File: config.mk
export PLATFORM = sky130hd
export DESIGN_NAME = lane_dly_tap_seq_flat
export DESIGN_NICKNAME = d
export VERILOG_FILES = /design/src/rtl/lane_dly_pkg.sv /design/src/rtl/lane_dly_tap_seq_if.sv /design/src/rtl/lane_dly_wait_cnt.sv /design/src/rtl/lane_dly_tap_seq.sv /design/src/flat_wrapper.sv
export SDC_FILE = /design/constraint.sdc
export NUM_CORES = 1
export LEC_CHECK = 0
export BUFFER_PORTS_ARGS = -buffer_cell sky130_fd_sc_hd__buf_2
export CORE_MARGIN = 1.5
export CORE_UTILIZATION = 34
export DETAILED_ROUTE_END_ITERATION = 10
export GPL_ROUTABILITY_DRIVEN = 0
export PLACE_DENSITY = 0.59
export SYNTH_ARGS = -nofsm -noshare
export SYNTH_HDL_FRONTEND = slang
export SYNTH_HIERARCHICAL = 1
export SYNTH_SLANG_ARGS = --single-unit
File: constraint.sdc
create_clock -name fab_clk -period 3 [get_ports fab_clk]
set_clock_uncertainty 0.1 [all_clocks]
set_input_delay 0.6 -clock fab_clk [delete_from_list [all_inputs] [get_ports fab_clk]]
set_output_delay 0.6 -clock fab_clk [all_outputs]
set_load 0.02 [all_outputs]
File: src/rtl/lane_dly_pkg.sv
// Shared constants for the lane delay-line tap sequencer: state encoding,
// operation codes and delay-line select values.
package lane_dly_pkg;

   typedef logic [2:0] state_t;

   localparam state_t ST_IDLE   = 3'd0;
   localparam state_t ST_PRE    = 3'd1;
   localparam state_t ST_STROBE = 3'd2;
   localparam state_t ST_GAP    = 3'd3;
   localparam state_t ST_POST   = 3'd4;
   localparam state_t ST_RESP   = 3'd5;

   localparam logic [1:0] OP_MOVE = 2'b00;
   localparam logic [1:0] OP_LOAD = 2'b01;

   localparam logic SEL_RX = 1'b0;
   localparam logic SEL_TX = 1'b1;

   localparam int WAIT_W = 16;

   // Any op code with the upper bit set is reserved and answered with an error.
   function automatic logic op_reserved(input logic [1:0] op);
      return op[1];
   endfunction

endpackage

File: src/rtl/lane_dly_tap_seq_if.sv
// Request/response bus between a tap-sequence requester and the sequencer.
interface lane_dly_tap_seq_if #(
   parameter int TAP_W = 8
);
   logic             req_valid;
   logic             req_ready;
   logic [1:0]       req_op;
   logic             req_sel;
   logic             req_dir;
   logic [TAP_W-1:0] req_taps;
   logic             done;
   logic             err;
   logic [TAP_W-1:0] taps_done;

   modport master (
      output req_valid, req_op, req_sel, req_dir, req_taps,
      input  req_ready, done, err, taps_done
   );

   modport slave (
      input  req_valid, req_op, req_sel, req_dir, req_taps,
      output req_ready, done, err, taps_done
   );
endinterface

File: src/rtl/lane_dly_wait_cnt.sv
// Loadable down-counter with a zero flag; times the PRE, GAP and POST phases.
module lane_dly_wait_cnt
   import lane_dly_pkg::*;
#(
   parameter int W = WAIT_W
) (
   input  logic         clk,
   input  logic         rst_n,
   input  logic         load,
   input  logic [W-1:0] load_val,
   output logic         zero
);

   logic [W-1:0] cnt_r;

   // Count down to zero and park there until reloaded.
   always_ff @(posedge clk or negedge rst_n) begin
      if (!rst_n) begin
         cnt_r <= '0;
      end else if (load) begin
         cnt_r <= load_val;
      end else if (cnt_r != '0) begin
         cnt_r <= cnt_r - W'(1);
      end else begin
         cnt_r <= cnt_r;
      end
   end

   assign zero = (cnt_r == '0);

endmodule

File: src/rtl/lane_dly_tap_seq.sv
// Delay-line tap sequencer: pauses the HS IO clock, issues move/load strobes
// with fixed spacing, stops early on out-of-range and reports completion.
module lane_dly_tap_seq
   import lane_dly_pkg::*;
#(
   parameter int PRE_CYC  = 2,
   parameter int GAP_CYC  = 3,
   parameter int POST_CYC = 2,
   parameter int TAP_W    = 8
) (
   input  logic               fab_clk,
   input  logic               reset_n,
   lane_dly_tap_seq_if.slave  bus,
   output logic               delay_line_sel,
   output logic               delay_line_direction,
   output logic               delay_line_load,
   output logic               delay_line_move,
   output logic               hs_io_clk_pause,
   input  logic               rx_delay_line_out_of_range,
   input  logic               tx_delay_line_out_of_range
);

   // Phase lengths are loaded as length-1 so the zero flag marks the last cycle.
   localparam logic [WAIT_W-1:0] PRE_LD  = WAIT_W'(PRE_CYC - 1);
   localparam logic [WAIT_W-1:0] GAP_LD  = WAIT_W'(GAP_CYC - 1);
   localparam logic [WAIT_W-1:0] POST_LD = WAIT_W'(POST_CYC - 1);

   state_t             state_r, state_nxt_s;
   logic [1:0]         op_r, op_nxt_s;
   logic               sel_r, sel_nxt_s;
   logic               dir_r, dir_nxt_s;
   logic [TAP_W-1:0]   taps_r, taps_nxt_s;
   logic [TAP_W-1:0]   cnt_r, cnt_nxt_s;
   logic               err_r, err_nxt_s;
   logic               wait_ld_s;
   logic [WAIT_W-1:0]  wait_val_s;
   logic               wait_zero_s;
   logic               oor_s;
   logic               last_tap_s;
   logic               busy_nxt_s;

   logic               ready_r, done_r, err_out_r;
   logic [TAP_W-1:0]   taps_done_r;
   logic               dl_sel_r, dl_dir_r, dl_load_r, dl_move_r, pause_r;

   lane_dly_wait_cnt #(.W(WAIT_W)) u_wait_cnt (
      .clk      (fab_clk),
      .rst_n    (reset_n),
      .load     (wait_ld_s),
      .load_val (wait_val_s),
      .zero     (wait_zero_s)
   );

   assign oor_s      = (sel_r == SEL_TX) ? tx_delay_line_out_of_range
                                         : rx_delay_line_out_of_range;
   assign last_tap_s = (op_r == OP_LOAD) || (cnt_r == taps_r);
   assign busy_nxt_s = (state_nxt_s == ST_PRE)  || (state_nxt_s == ST_STROBE) ||
                       (state_nxt_s == ST_GAP)  || (state_nxt_s == ST_POST);

   // Next-state, request capture, tap counting and phase timer control.
   always_comb begin
      state_nxt_s = state_r;
      op_nxt_s    = op_r;
      sel_nxt_s   = sel_r;
      dir_nxt_s   = dir_r;
      taps_nxt_s  = taps_r;
      cnt_nxt_s   = cnt_r;
      err_nxt_s   = err_r;
      wait_ld_s   = 1'b0;
      wait_val_s  = '0;
      case (state_r)
         ST_IDLE: begin
            if (bus.req_valid) begin
               op_nxt_s   = bus.req_op;
               sel_nxt_s  = bus.req_sel;
               dir_nxt_s  = bus.req_dir;
               taps_nxt_s = bus.req_taps;
               cnt_nxt_s  = '0;
               if (op_reserved(bus.req_op)) begin
                  err_nxt_s   = 1'b1;
                  state_nxt_s = ST_RESP;
               end else begin
                  err_nxt_s   = 1'b0;
                  state_nxt_s = ST_PRE;
                  wait_ld_s   = 1'b1;
                  wait_val_s  = PRE_LD;
               end
            end else begin
               state_nxt_s = ST_IDLE;
            end
         end
         ST_PRE: begin
            if (!wait_zero_s) begin
               state_nxt_s = ST_PRE;
            end else if ((op_r == OP_LOAD) || (taps_r != '0)) begin
               state_nxt_s = ST_STROBE;
            end else begin
               state_nxt_s = ST_POST;
               wait_ld_s   = 1'b1;
               wait_val_s  = POST_LD;
            end
         end
         ST_STROBE: begin
            cnt_nxt_s   = cnt_r + TAP_W'(1);
            state_nxt_s = ST_GAP;
            wait_ld_s   = 1'b1;
            wait_val_s  = GAP_LD;
         end
         ST_GAP: begin
            // Out-of-range wins over normal completion so the error is reported.
            if (!wait_zero_s) begin
               state_nxt_s = ST_GAP;
            end else if (oor_s || last_tap_s) begin
               err_nxt_s   = err_r | oor_s;
               state_nxt_s = ST_POST;
               wait_ld_s   = 1'b1;
               wait_val_s  = POST_LD;
            end else begin
               state_nxt_s = ST_STROBE;
            end
         end
         ST_POST: begin
            if (wait_zero_s) begin
               state_nxt_s = ST_RESP;
            end else begin
               state_nxt_s = ST_POST;
            end
         end
         ST_RESP: begin
            state_nxt_s = ST_IDLE;
         end
         default: begin
            state_nxt_s = ST_IDLE;
         end
      endcase
   end

   // Sequencer state and latched request.
   always_ff @(posedge fab_clk or negedge reset_n) begin
      if (!reset_n) begin
         state_r <= ST_IDLE;
         op_r    <= 2'b00;
         sel_r   <= 1'b0;
         dir_r   <= 1'b0;
         taps_r  <= '0;
         cnt_r   <= '0;
         err_r   <= 1'b0;
      end else begin
         state_r <= state_nxt_s;
         op_r    <= op_nxt_s;
         sel_r   <= sel_nxt_s;
         dir_r   <= dir_nxt_s;
         taps_r  <= taps_nxt_s;
         cnt_r   <= cnt_nxt_s;
         err_r   <= err_nxt_s;
      end
   end

   // Outputs registered from the next state so they line up with the state itself.
   always_ff @(posedge fab_clk or negedge reset_n) begin
      if (!reset_n) begin
         ready_r     <= 1'b1;
         done_r      <= 1'b0;
         err_out_r   <= 1'b0;
         taps_done_r <= '0;
         dl_sel_r    <= 1'b0;
         dl_dir_r    <= 1'b0;
         dl_load_r   <= 1'b0;
         dl_move_r   <= 1'b0;
         pause_r     <= 1'b0;
      end else begin
         ready_r     <= (state_nxt_s == ST_IDLE);
         done_r      <= (state_nxt_s == ST_RESP);
         err_out_r   <= (state_nxt_s == ST_RESP) && err_nxt_s;
         taps_done_r <= (state_nxt_s == ST_RESP) ? cnt_nxt_s : '0;
         dl_sel_r    <= busy_nxt_s && sel_nxt_s;
         dl_dir_r    <= busy_nxt_s && dir_nxt_s;
         dl_load_r   <= (state_nxt_s == ST_STROBE) && (op_nxt_s == OP_LOAD);
         dl_move_r   <= (state_nxt_s == ST_STROBE) && (op_nxt_s == OP_MOVE);
         pause_r     <= busy_nxt_s;
      end
   end

   assign bus.req_ready         = ready_r;
   assign bus.done              = done_r;
   assign bus.err               = err_out_r;
   assign bus.taps_done         = taps_done_r;
   assign delay_line_sel        = dl_sel_r;
   assign delay_line_direction  = dl_dir_r;
   assign delay_line_load       = dl_load_r;
   assign delay_line_move       = dl_move_r;
   assign hs_io_clk_pause       = pause_r;

endmodule

File: src/flat_wrapper.sv
// flat-port wrapper written by rule: the top's interface ports become plain ports
module lane_dly_tap_seq_flat import lane_dly_pkg::*;
#(
   parameter int PRE_CYC  = 2,
   parameter int GAP_CYC  = 3,
   parameter int POST_CYC = 2,
   parameter int TAP_W    = 8
)
  (fab_clk, reset_n, delay_line_sel, delay_line_direction, delay_line_load, delay_line_move, hs_io_clk_pause, rx_delay_line_out_of_range, tx_delay_line_out_of_range, bus_req_valid, bus_req_op, bus_req_sel, bus_req_dir, bus_req_taps, bus_req_ready, bus_done, bus_err, bus_taps_done);
  lane_dly_tap_seq_if #(.TAP_W(TAP_W)) bus_i ();
  input  logic fab_clk;
  input  logic reset_n;
  output logic delay_line_sel;
  output logic delay_line_direction;
  output logic delay_line_load;
  output logic delay_line_move;
  output logic hs_io_clk_pause;
  input  logic rx_delay_line_out_of_range;
  input  logic tx_delay_line_out_of_range;
  input wire logic [$bits(bus_i.req_valid)-1:0] bus_req_valid;
  input wire logic [$bits(bus_i.req_op)-1:0] bus_req_op;
  input wire logic [$bits(bus_i.req_sel)-1:0] bus_req_sel;
  input wire logic [$bits(bus_i.req_dir)-1:0] bus_req_dir;
  input wire logic [$bits(bus_i.req_taps)-1:0] bus_req_taps;
  output wire logic [$bits(bus_i.req_ready)-1:0] bus_req_ready;
  output wire logic [$bits(bus_i.done)-1:0] bus_done;
  output wire logic [$bits(bus_i.err)-1:0] bus_err;
  output wire logic [$bits(bus_i.taps_done)-1:0] bus_taps_done;
  assign bus_i.req_valid = bus_req_valid;
  assign bus_i.req_op = bus_req_op;
  assign bus_i.req_sel = bus_req_sel;
  assign bus_i.req_dir = bus_req_dir;
  assign bus_i.req_taps = bus_req_taps;
  assign bus_req_ready = bus_i.req_ready;
  assign bus_done = bus_i.done;
  assign bus_err = bus_i.err;
  assign bus_taps_done = bus_i.taps_done;
  lane_dly_tap_seq #(.PRE_CYC(PRE_CYC), .GAP_CYC(GAP_CYC), .POST_CYC(POST_CYC), .TAP_W(TAP_W)) u_core (.fab_clk(fab_clk), .reset_n(reset_n), .bus(bus_i), .delay_line_sel(delay_line_sel), .delay_line_direction(delay_line_direction), .delay_line_load(delay_line_load), .delay_line_move(delay_line_move), .hs_io_clk_pause(hs_io_clk_pause), .rx_delay_line_out_of_range(rx_delay_line_out_of_range), .tx_delay_line_out_of_range(tx_delay_line_out_of_range));
endmodule
==> results of run 1 <==
## path summary, 6_finish.rpt
check                                                        from                                      end  cells past startpoint
max                        u_core/u_wait_cnt/cnt_r[0]$_DFFE_PN0P_  u_core/u_wait_cnt/cnt_r[10]$_DFFE_PN0P_                     12
min                                                       reset_n        u_core/bus.taps_done[4]$_DFF_PN0_                      2
max reg2reg                u_core/u_wait_cnt/cnt_r[0]$_DFFE_PN0P_  u_core/u_wait_cnt/cnt_r[10]$_DFFE_PN0P_                     12
min reg2reg                                u_core/err_r$_DFF_PN0_                   u_core/err_r$_DFF_PN0_                      2
max in group asynchronous                                 reset_n           u_core/bus.req_ready$_DFF_PN1_                      2
min in group fab_clk                              bus_req_taps[7]             u_core/taps_r[7]$_DFFE_PN0P_                      3
## Yosys cell counts, drive strengths merged, types with 3 or more instances
cell / count
o21ai: 10
nor2: 9
nand4: 6
dfrtp: 55
clkbuf: 3
nand2b: 13
a21oi: 9
a21o: 3
mux2i: 4
xnor2: 10
buf: 7
a22o: 3
mux2: 4
nand3b: 4
nand3: 11
nand2: 42
a221o: 3
nor3: 4
nor4: 9
inv: 6
o211a: 7
xor2: 8
nor2b: 4
and2: 9
nor3b: 3
o31a: 3
## cell families (layout without fill, tap and decap cells)
family,after synthesis,after routing,synth area share
AOI/OAI and AO/OA,48,48,0.1215
xor gates and xnor gates,18,18,0.05485
adders and majority gates,2,2,0.008706
buffers and inverters,17,56,0.03570
DFF,56,56,0.4880
muxes,8,8,0.03091
other,1,14,0.001305
and+or+nand+nor,126,126,0.2590
## layout make-up
| type | count | area, µm² | area share |
|---|---|---|---|
| clock buffers | 5 | 68.82 | 0.02055 |
| repair buffers | 41 | 252.7 | 0.07549 |
| flip-flops and latches | 56 | 1403 | 0.4189 |
| multi-input cells | 216 | 1431 | 0.4275 |
| inverters | 7 | 38.79 | 0.01158 |
| well taps | 105 | 131.4 | 0.03924 |
| clock inverters | 3 | 22.52 | 0.006726 |
## metal layers
| layer | wire length, µm | global-route usage | up-vias | part of all wire |
|---|---|---|---|---|
| met4 | 43 | 0.04602 | 0 | 0.0074 |
| met1 | 2901 | 0.2010 | 1040 | 0.50 |
| met2 | 2675 | 0.2304 | 31 | 0.46 |
| li1 | - | - | 1068 | - |
| met3 | 190 | 0.02738 | 2 | 0.033 |
| met5 | 0 | 0 | - | 0 |
## where the power goes
group / internal [mW] / leakage, nW / switching (mW)
clock network: 0.168 / 0.0485 / 0.257
logic: 0.199 / 0.809 / 0.184
registers: 0.844 / 0.697 / 0.112
## worst max-delay path: stages, from the launching register on
cell and delay [ps]:
dfrtp_1 420, inv_1 100, ha_1 200, nor3b_4 220, nand3_2 100, nor2_1 130, and4bb_2 260, nand4_1 180
o21a_1 190, o211ai_1 150, buf_12 220, nor2b_1 70, a221o_1 310
## flip-flops by register name (all words and copies together), names as in the netlist
| name | cells |
|---|---|
| u_core/err_r | 1 |
| u_core/hs_io_clk_pause | 1 |
| u_core/state_r | 3 |
| u_core/delay_line_sel | 1 |
| u_core/cnt_r | 8 |
| u_core/bus.taps_done | 8 |
| u_core/u_wait_cnt/cnt_r | 16 |
| u_core/delay_line_direction | 1 |
| u_core/taps_r | 8 |
| u_core/delay_line_load | 1 |
| u_core/delay_line_move | 1 |
| u_core/dir_r | 1 |
| u_core/sel_r | 1 |
| u_core/bus.done | 1 |
| u_core/bus.err | 1 |
| u_core/op_r | 2 |
| u_core/bus.req_ready | 1 |
## metrics by stage
step	power [mW]	instance area [µm²]	hold slack, ps	setup WS (ps)	cells
finish	1.765	3348	169.6	259.9	433
global route	1.867	3348	182.9	52.91	433
CTS	1.788	3334	175.0	223.0	433
detailed placement	1.350	3243	377.5	228.5	425
global placement	1.343	3243	372.3	295.2	425
floorplan	1.224	2924	204.4	12.54	289
## repair_timing
action,in CTS,in global routing
buffers inserted,0,0
resized for setup,0,2
setup endpoints to repair,0,7
hold buffers,0,0
==> impl_summary.md, run 1 <==
Hold path
The path class of the lowest-slack min-delay path is input port to async pin.

Run status
The run finished with clean final reports.

Clock network
The total clock buffers created by CTS is 5. The number of levels the H-tree was split into is 2. The insertion delay to the later sink of the worst-skew pair is just over 300 ps. TritonCTS built the clock tree.

After clock tree synthesis, the clock-pin slew on the worst setup and hold paths is 110 ps. The tree built by TritonCTS fans out to between 50 and 60 sinks. In this run the deepest clock path goes through 2 buffers. The buffer cell driving the clock tree root is clkbuf_8.

GRT
The sum of overflow across all layers after global routing is 0. The via count of the first global-routing pass is 2,151. Entering global routing, the biggest net connects 57 pins. The wire length of the first global-routing pass is 10,180 µm. The number of antenna violations at the first check in global routing was 0. The overall routing resource usage is 0.1457.

Pwr
Dividing total power by cell area gives a power density of about 530 nW/µm². Across the VDD grid, the largest voltage drop is between 0.2 and 0.25 mV. For this design the static power due to leakage is ~1.6 nW.

Detailed routing
Once detail routing completed, the nets flagged for antenna violations numbered 0. In the routed design, unresolved DRC markers number 0. Dividing the detail-routed wire length by the instance count gives ~13 µm. The detailed-router iteration count before antenna repair is 4. The number of vias per cell is between 4 and 5. The final wirelength is around 5800 µm.

In this run, the number of DRC markers left after iteration 0 of detailed routing was 79. The final route contains between 2,000 and 2,500 vias.

Synthesis
The count of state elements after synthesis is between 50 and 60. For this run, asynchronously set or reset flops after synthesis account for 1.000. The share of synthesized area in the top cell type comes to 0.4789. The number of enable flip-flop cells after synthesis is 0. Yosys printed 6 warnings.

After synthesis, the mean cell area works out to between 10 and 15 µm². The most area-hungry cell type in the Yosys netlist is dfrtp_1. Ranked by total cell area, the synthesized netlist is headed by dfrtp_1 48%, nand2_1 5.5%, xnor2_1 3.0%, nand2b_1 2.8%, o211a_1 2.4%.

Of the synthesized area, sequential elements account for 0.4880. Synthesis handed over a netlist of between 200 and 300 instances. In the synthesized netlist the dominant register cell turns out to be dfrtp_1. The synthesized netlist contains 59 unique library cells. The cell area after technology mapping is between 2000 and 3000 µm².

Floorplan
The region available for standard cell placement spans roughly 8200 µm². The number of I/O pins is 33. The horizontal extent of the die is between 90 and 100 µm. The overall die area is 9014 µm². The initial utilization of the core area, before any placement, comes to 0.3498. The height of the chip is about 95 µm. The row count is 33.

Critical path
In this run the worst path has a maximum fanout of 34. The startpoint type of the worst setup path is a flop. Across all register-to-register paths, the minimum setup slack is 260 ps. The required arrival time at the worst endpoint is between 3000 and 4000 ps. The worst setup path is captured at a flop.

STA puts the critical path data arrival time at roughly 2900 ps. The worst setup path is of the flop to flop kind.

Cells and area
The number of antenna diodes is 0. Counting the fill cells in the layout gives 805. Leaving out fill and tap cells, the most frequent cells in the layout are 55 x dfrtp_1, 42 x nand2_1, 32 x buf_2, 14 x conb_1, 13 x nand2b_1. From synthesis to final layout, the design area changed by 16.50%.

The most frequent standard cell in the layout excluding fill and tap cells is dfrtp_1. The proportion of layout cells with a drive suffix above 1 is 0.2165. Measured on the finished design, the core utilization comes to 0.4075. The final layout net count is 346.

Placement
Detailed placement ended at an HPWL of between 4000 and 5000 µm. The number of buffers inserted by port buffering is 32.

Timing
The final critical-path share of the clock period is 0.9134. Derived from the worst setup path, the maximum achievable clock frequency is ~360 MHz. The total negative slack is 0 ps. The slew at the pin with the worst max-slew slack is ~700 ps.

The number of hold violations in the final report was 0. Setup repair after global routing left no endpoint under its margin. Setup violations remaining at the end of the flow were counted as 0. The headroom to the max-slew limit is 0.5159. The post-route minimum period is around 2700 ps. The max-slew violation total from the final report is 0.

Job
Max-cap violations in this run came to 0.
(Power assumes the default switching activity.)
==> run 2: changes to the inputs <==
--- a/config.mk
+++ b/config.mk
@@ -11,6 +11,8 @@
 export DETAILED_ROUTE_END_ITERATION = 10
 export GPL_ROUTABILITY_DRIVEN = 0
 export PLACE_DENSITY = 0.59
+export RECOVER_POWER = 100
+export REMOVE_ABC_BUFFERS = 1
 export SYNTH_ARGS = -nofsm -noshare
 export SYNTH_HDL_FRONTEND = slang
 export SYNTH_HIERARCHICAL = 1
==> impl_summary.md, run 2 (synthesized netlist as in run 1, its figures left out) <==
Run status
The flow ran to the end, and the final reports show no timing, DRC or antenna violations.

Detailed routing
For this block, the routed nets add up to about 5800 µm of wire. The post-route antenna net violation count is 0. After detailed routing, the average wire length per cell comes to ~13 µm. The detailed-router iteration count before antenna repair is 5. The number of vias after detailed routing is roughly 2,100. After detailed routing, the number of remaining DRC violations is 0. In the routed layout, each cell is associated on average with a via count of between 4 and 5. The DRC marker count from the first detailed-route iteration is approximately 130.

Cells and area
The final layout net count is roughly 350. The number of antenna diodes in the final layout is 0. Summing all flip-flop and latch instances after layout gives ~1400 µm². The area growth from synthesis to layout is 14.11%. The top cell types in the final layout, fill and taps aside, are 55 x dfrtp_1, 42 x nand2_1, 22 x clkbuf_1, 15 x buf_2, 14 x conb_1. The register name with the most flops is u_core/u_wait_cnt/cnt_r. Of the cells placed in the final design, the portion with a size suffix greater than 1 is 0.1368. The multi-input combinational cells in the finished layout cover a total of ~1400 µm².

The register with the most flip-flops in the layout has 16 of them. The most frequent standard cell in the layout excluding fill and tap cells is dfrtp_1. Measured on the finished design, the core utilization comes to 0.3991. The final standard cell count with taps included and fillers excluded is around 430. The filler cells instantiated in the layout total between 800 and 900.

Critical path
Data on the critical path arrives at its endpoint at 2910 ps. The required arrival time at the worst endpoint is about 3100 ps. The startpoint type of the worst setup path is a flop. In this run the critical register-to-register path is launched from u_core/u_wait_cnt/cnt_r[0]$_DFFE_PN0P_. The class of the most critical setup path is flop to flop.

The largest fanout on the critical path is 34. The flop-to-flop setup slack is approximately 210 ps. The worst setup path is captured at a flop. Tracing the worst setup path back leads to its startpoint at u_core/u_wait_cnt/cnt_r[0]$_DFFE_PN0P_.

Placement
Counting tap cells, the placed design contains a total of around 430 instances. The post-detailed-placement half-perimeter wirelength is 4324 µm. The worst-case setup slack after placement is 205.1 ps. Port buffering added 32 buffers.

Timing
Setup repair after global routing left no endpoint under its margin. At the pin with the least slew margin, the transition time is between 1000 and 1500 ps. The total negative slack is 0 ps.

Setup slack on the critical path of the routed design comes to around 210 ps. The number of hold violations in the final report is 0. The number of endpoints failing setup at the final stage is 0. In the finished design, the share of the clock period the worst path needs comes to 0.9303. The worst pin sits at a relative slew slack of 0.2884. The timing-limited maximum frequency is about 360 MHz. The max-slew violation total from the final report is 0. After layout, the minimum clock period comes to about 2800 ps.

GRT
For this run, global-route usage on met3 was measured as 0.03140. The via count of the first global-routing pass was a little over 2,000. The wire length of the first global-routing pass is ~10000 µm. Entering global routing, the biggest net connects 35 pins.

The sum of overflow across all layers after global routing is 0. The number of antenna violations at the first check in global routing is 0. The overall routing resource usage is 0.1443. In the global route stage, met2 resource usage came out at 0.2202. The routing usage on met1 is 0.2047. The busiest metal layer after global routing is met2.

Floorplan
The horizontal extent of the die is around 95 µm. The height of the chip is 94.94 µm. Pin placement for this block handled 33 I/O pins. The initial utilization of the core area, before any placement, comes to 0.3498. The row count is 33. The core area is 8217 µm². The floorplan step defined a die boundary enclosing between 9000 and 10,000 µm².

Clock network
The total of hold buffers inserted after clock tree synthesis is 0. The clock-pin slew on the worst setup and hold paths is 100 ps. Once the clock tree was built, the setup fixing pass inserted 0 buffers.

The total clock buffers created by CTS is 5. The count of cells resized by post-cts repair is 0. The H-tree generated during clock tree synthesis spans 2 levels.

The TritonCTS clock tree is done. The buffer cell driving the clock tree root is clkbuf_8. The deepest clock path buffer count is 2. The number of sinks handled by clock tree synthesis is 56. Clock latency on the worst-skew pair, taken at its later pin, is 320 ps.

Pwr
Summed over all cells, the static leakage comes to around 1.5 nW. The power density relative to cell area is 532.5 nW/µm². VDD sags by at most 0.2256 mV.

Job
The max-capacitance violation count is 0.

Hold path
The min-delay analysis places its worst path in the category input port to async pin.
## run 2: cell count changes in the layout (fill, tap and decap cells not counted), sizes merged
| cell | before | now |
|---|---|---|
| buf | 41 | 21 |
| inv | 7 | 6 |
| clkinv | 3 | 1 |
| clkbuf | 5 | 27 |
| clkinvlp | 0 | 2 |
## run 2: final cells by class
type,count,area share
clock buffers,6,0.02213
clock inverters,2,0.004960
inverters,7,0.008394
multi-input cells,216,0.4323
flip-flops and latches,56,0.4277
well taps,105,0.04006
repair buffers,42,0.06448
## run 2: path summary, 6_finish.rpt
kind                                                           end  cells after the start
hold / removal                              u_core/dir_r$_DFF_PN0_                      1
max in group asynchronous         u_core/delay_line_move$_DFF_PN0_                      2
setup / recovery           u_core/u_wait_cnt/cnt_r[13]$_DFFE_PN0P_                     12
setup reg to reg           u_core/u_wait_cnt/cnt_r[13]$_DFFE_PN0P_                     12
hold reg to reg                             u_core/dir_r$_DFF_PN0_                      1
min in group fab_clk                  u_core/taps_r[4]$_DFFE_PN0P_                      3
## run 2: critical path: stages (launching register included)
cell and delay [ps]:
dfrtp_1 410, inv_1 80, ha_1 220, nor3b_4 160
nand3_2 120, nor2_1 60, and4bb_2 230, nand4_1 150
o21a_1 160, o211ai_1 130, buf_12 200, or3_1 500
o211a_1 170
## run 2: where the power goes
part | switching (mW) | total [mW] | internal, mW
combinational | 0.177 | 0.373 | 0.196
sequential | 0.110 | 0.954 | 0.844
clock | 0.253 | 0.420 | 0.167
total | 0.539 | 1.75 | 1.21
## run 2: per-stage QoR
step                instance area (µm²)  power [mW]  hold slack (ps)
floorplan                          2859       1.220            204.4
global placement                   3238       1.337            370.0
detailed placement                 3238       1.343            377.2
CTS                                3327       1.766            132.8
global route                       3279       1.858            355.6
finish                             3279       1.746            345.0
## run 2: routing by layer
metal	vias up	wire [µm]
met2	41	2559
met4	0	75
met5	-	0
met3	6	195
li1	1071	-
met1	1026	3010
==> run 3: changes to the inputs <==
--- a/config.mk
+++ b/config.mk
@@ -10,7 +10,8 @@
 export CORE_UTILIZATION = 34
 export DETAILED_ROUTE_END_ITERATION = 10
 export GPL_ROUTABILITY_DRIVEN = 0
-export PLACE_DENSITY = 0.59
+export MAX_ROUTING_LAYER = met4
+export PLACE_DENSITY = 0.57
 export RECOVER_POWER = 100
 export REMOVE_ABC_BUFFERS = 1
 export SYNTH_ARGS = -nofsm -noshare
==> constraint.sdc (replaced) <==
create_clock -name fab_clk -period 2.8 [get_ports fab_clk]
set_clock_uncertainty 0.1 [all_clocks]
set_input_delay 0.56 -clock fab_clk [delete_from_list [all_inputs] [get_ports fab_clk]]
set_output_delay 0.56 -clock fab_clk [all_outputs]
set_load 0.02 [all_outputs]
==> impl_summary.md, run 3 (synthesized netlist as in run 1, its figures left out) <==
Run status
The run finished with clean final reports.

Timing
The final critical-path share of the clock period is 0.9304. Setup violations remaining at the end of the flow were counted as 0. The timing-limited maximum frequency is between 300 and 400 MHz. At the pin with the least slew margin, the transition time is 1092 ps. The number of hold violations in the final report is 0. The routed design could run at a clock period as short as between 2000 and 3000 ps. Setup repair after global routing left no endpoint under its margin. The headroom to the max-slew limit is 0.2722. The max-slew violation total from the final report was 0.

Critical path
Along the worst path, the maximum fanout reaches 22. On the critical path, the stage with the largest delay is an instance of or4_1. The category of cells accounting for the largest share of critical-path delay is simple AND/OR/NAND/NOR gates. For the worst setup path, the data arrival time is roughly 2700 ps.

The signal on the critical path passes through inv_1 -> ha_1 -> nor3b_4 -> nand3_2 -> nor2_1 -> and4bb_2 -> nand4_1 -> o21a_1 -> o211ai_1 -> buf_12 -> or4_1 -> o211ai_1. The startpoint type of the worst setup path is a flop. The cell that appears most often on the critical path is o211ai_1. For the worst setup path, the data required time is roughly 3000 ps. The maximum single-stage delay on the critical path is around 520 ps. The critical path is of the flop to flop type. The buffer and inverter count on the worst path is 2.

The element type at the critical path end is a flop.

Pwr
The power spent charging and discharging nets is around 0.6 mW. In this run the static leakage power is roughly 1.5 nW. The share of total power dissipated in combinational logic is 0.216. The share of total power dissipated in sequential elements is 0.542. The power density relative to cell area is 565.6 nW/µm². The share of total power dissipated in the clock network is 0.242.

The peak supply drop is around 0.2 mV. The switching share of power is 0.3145. Internal power comes to approximately 1.3 mW. The total chip power is approximately 1.9 mW.

Placement
Including well taps, the total number of placed cells is 433. The post-detailed-placement half-perimeter wirelength is around 4500 µm. Input and output buffers added on the ports amount to 32.

Clock network
The number of sinks handled by clock tree synthesis is 56. The TritonCTS clock tree is done. The number of levels the H-tree was split into is 2. No sink is reached through more buffers than the 2 on the longest clock path.

After clock tree synthesis, the clock-pin slew on the worst setup and hold paths is approximately 110 ps. The root buffer cell chosen for the clock tree is clkbuf_8. For the worst-skew pair, the clock arrives at the later sink with an insertion delay of between 300 and 400 ps. In this run, CTS created clock tree buffers numbering 5.

GRT
The first global-routing pass estimated slightly above 10,000 µm of wire. The overall routing resource usage is 0.1547. The via count of the first global-routing pass came to around 2,000. The number of antenna violations at the first check in global routing is 0. The largest net degree at the start of global routing is 23.

For this run the aggregate overflow at the end of global routing stands at 0.

Floorplan
The row count is 33. The floorplan step defined a die boundary enclosing between 9000 and 10,000 µm². The die is between 90 and 100 µm wide. In this run the count of I/O pins placed on the die edge is 33. The height of the chip is 94.94 µm. The initial core utilization is 0.3498. The core area is 8217 µm².

Detailed routing
The final wirelength is 6066 µm. In the final routed layout, each cell accounts on average for roughly 14 µm. The detailed-router iteration count before antenna repair is 4. After detailed routing, the number of remaining DRC violations is 0.

Dividing the detail-routed via count by the number of cells gives between 4 and 5. Across all layers, the routed design uses 2,157 vias. The DRC marker count from the first detailed-route iteration is ~110. The post-route antenna net violation count is 0.

Cells and area
The register with the most flip-flops in the layout has 16 of them. The top cell types in the final layout, fill and taps aside, are 55 x dfrtp_1, 42 x nand2_1, 24 x clkbuf_1, 15 x buf_2, 14 x conb_1. Ranked by flip-flop count, first place goes to u_core/u_wait_cnt/cnt_r. The most frequent standard cell in the layout excluding fill and tap cells is dfrtp_1. Fill cells in the final layout number ~860. The layout overhead on the synthesized area is 16.24%.

The number of antenna diodes is 0. In the final layout, the share of cells above drive strength 1 is 0.1622. For this run, the number of standard cells in the final layout without fillers is 444. The final layout contains approximately 360 nets.

Hold path
The path class of the lowest-slack min-delay path is input port to async pin.

Job
The max-capacitance violation count is 0.
run 3: final timing paths:
kind	startpoint	end	slack, ps	depth (start not counted)
max	u_core/u_wait_cnt/cnt_r[0]$_DFFE_PN0P_	u_core/u_wait_cnt/cnt_r[12]$_DFFE_PN0P_	190	12
min	reset_n	u_core/cnt_r[1]$_DFF_PN0_	320	1
max reg2reg	u_core/u_wait_cnt/cnt_r[0]$_DFFE_PN0P_	u_core/u_wait_cnt/cnt_r[12]$_DFFE_PN0P_	190	12
min reg2reg	u_core/dir_r$_DFF_PN0_	u_core/dir_r$_DFF_PN0_	410	1
max in group asynchronous	reset_n	u_core/bus.taps_done[5]$_DFF_PN0_	790	2
min in group fab_clk	bus_req_taps[0]	u_core/taps_r[0]$_DFFE_PN0P_	330	3
run 3: final cells by class:
type                    count  area (µm²)  area share
inverters                   7       27.53    0.008240
flip-flops and latches     56        1403      0.4199
clock buffers               5       68.82     0.02060
multi-input cells         216        1414      0.4232
repair buffers             52       275.3     0.08240
well taps                 105       131.4     0.03933
clock inverters             3       21.27    0.006367
run 3: what timing repair did:
action | CTS | global route
setup endpoints to repair | 0 | 8
gates resized for setup | 0 | 1
hold buffers | 0 | 0
buffers inserted | 0 | 3
run 3: routing by layer:
| metal | part of all wire | global-route usage | vias up |
|---|---|---|---|
| met5 | 0 | - | - |
| met2 | 0.40 | 0.2083 | 58 |
| met1 | 0.54 | 0.2342 | 1006 |
| met3 | 0.045 | 0.02415 | 5 |
| met4 | 0.013 | 0.04851 | 0 |
| li1 | - | - | 1088 |
run 3: metrics by stage:
step / TNS, ps / hold WS [ps] / area, µm² / utilization / setup slack (ps)
2_1_floorplan: -11870 / 164.4 / 2859 / - / -842.6
3_3_place_gp: 0 / 372.6 / 3291 / 0.4005 / 149.3
3_5_place_dp: 0 / 386.1 / 3291 / 0.4005 / 97.53
4_1_cts: 0 / 96.62 / 3381 / 0.4115 / 109.2
5_1_grt: 0 / 323.3 / 3341 / 0.4066 / 26.55
6_report: 0 / 316.9 / 3341 / 0.4066 / 194.9
run 3: power by group through the flow:
| stage | logic (mW) | clock network [mW] | registers [mW] |
|---|---|---|---|
| 2_1_floorplan | 0.291 | 0 | 1.02 |
| 3_3_place_gp | 0.406 | 0 | 1.04 |
| 3_5_place_dp | 0.417 | 0 | 1.04 |
| 4_1_cts | 0.418 | 0.476 | 1.02 |
| 5_1_grt | 0.470 | 0.512 | 1.04 |
| 6_report | 0.409 | 0.457 | 1.02 |
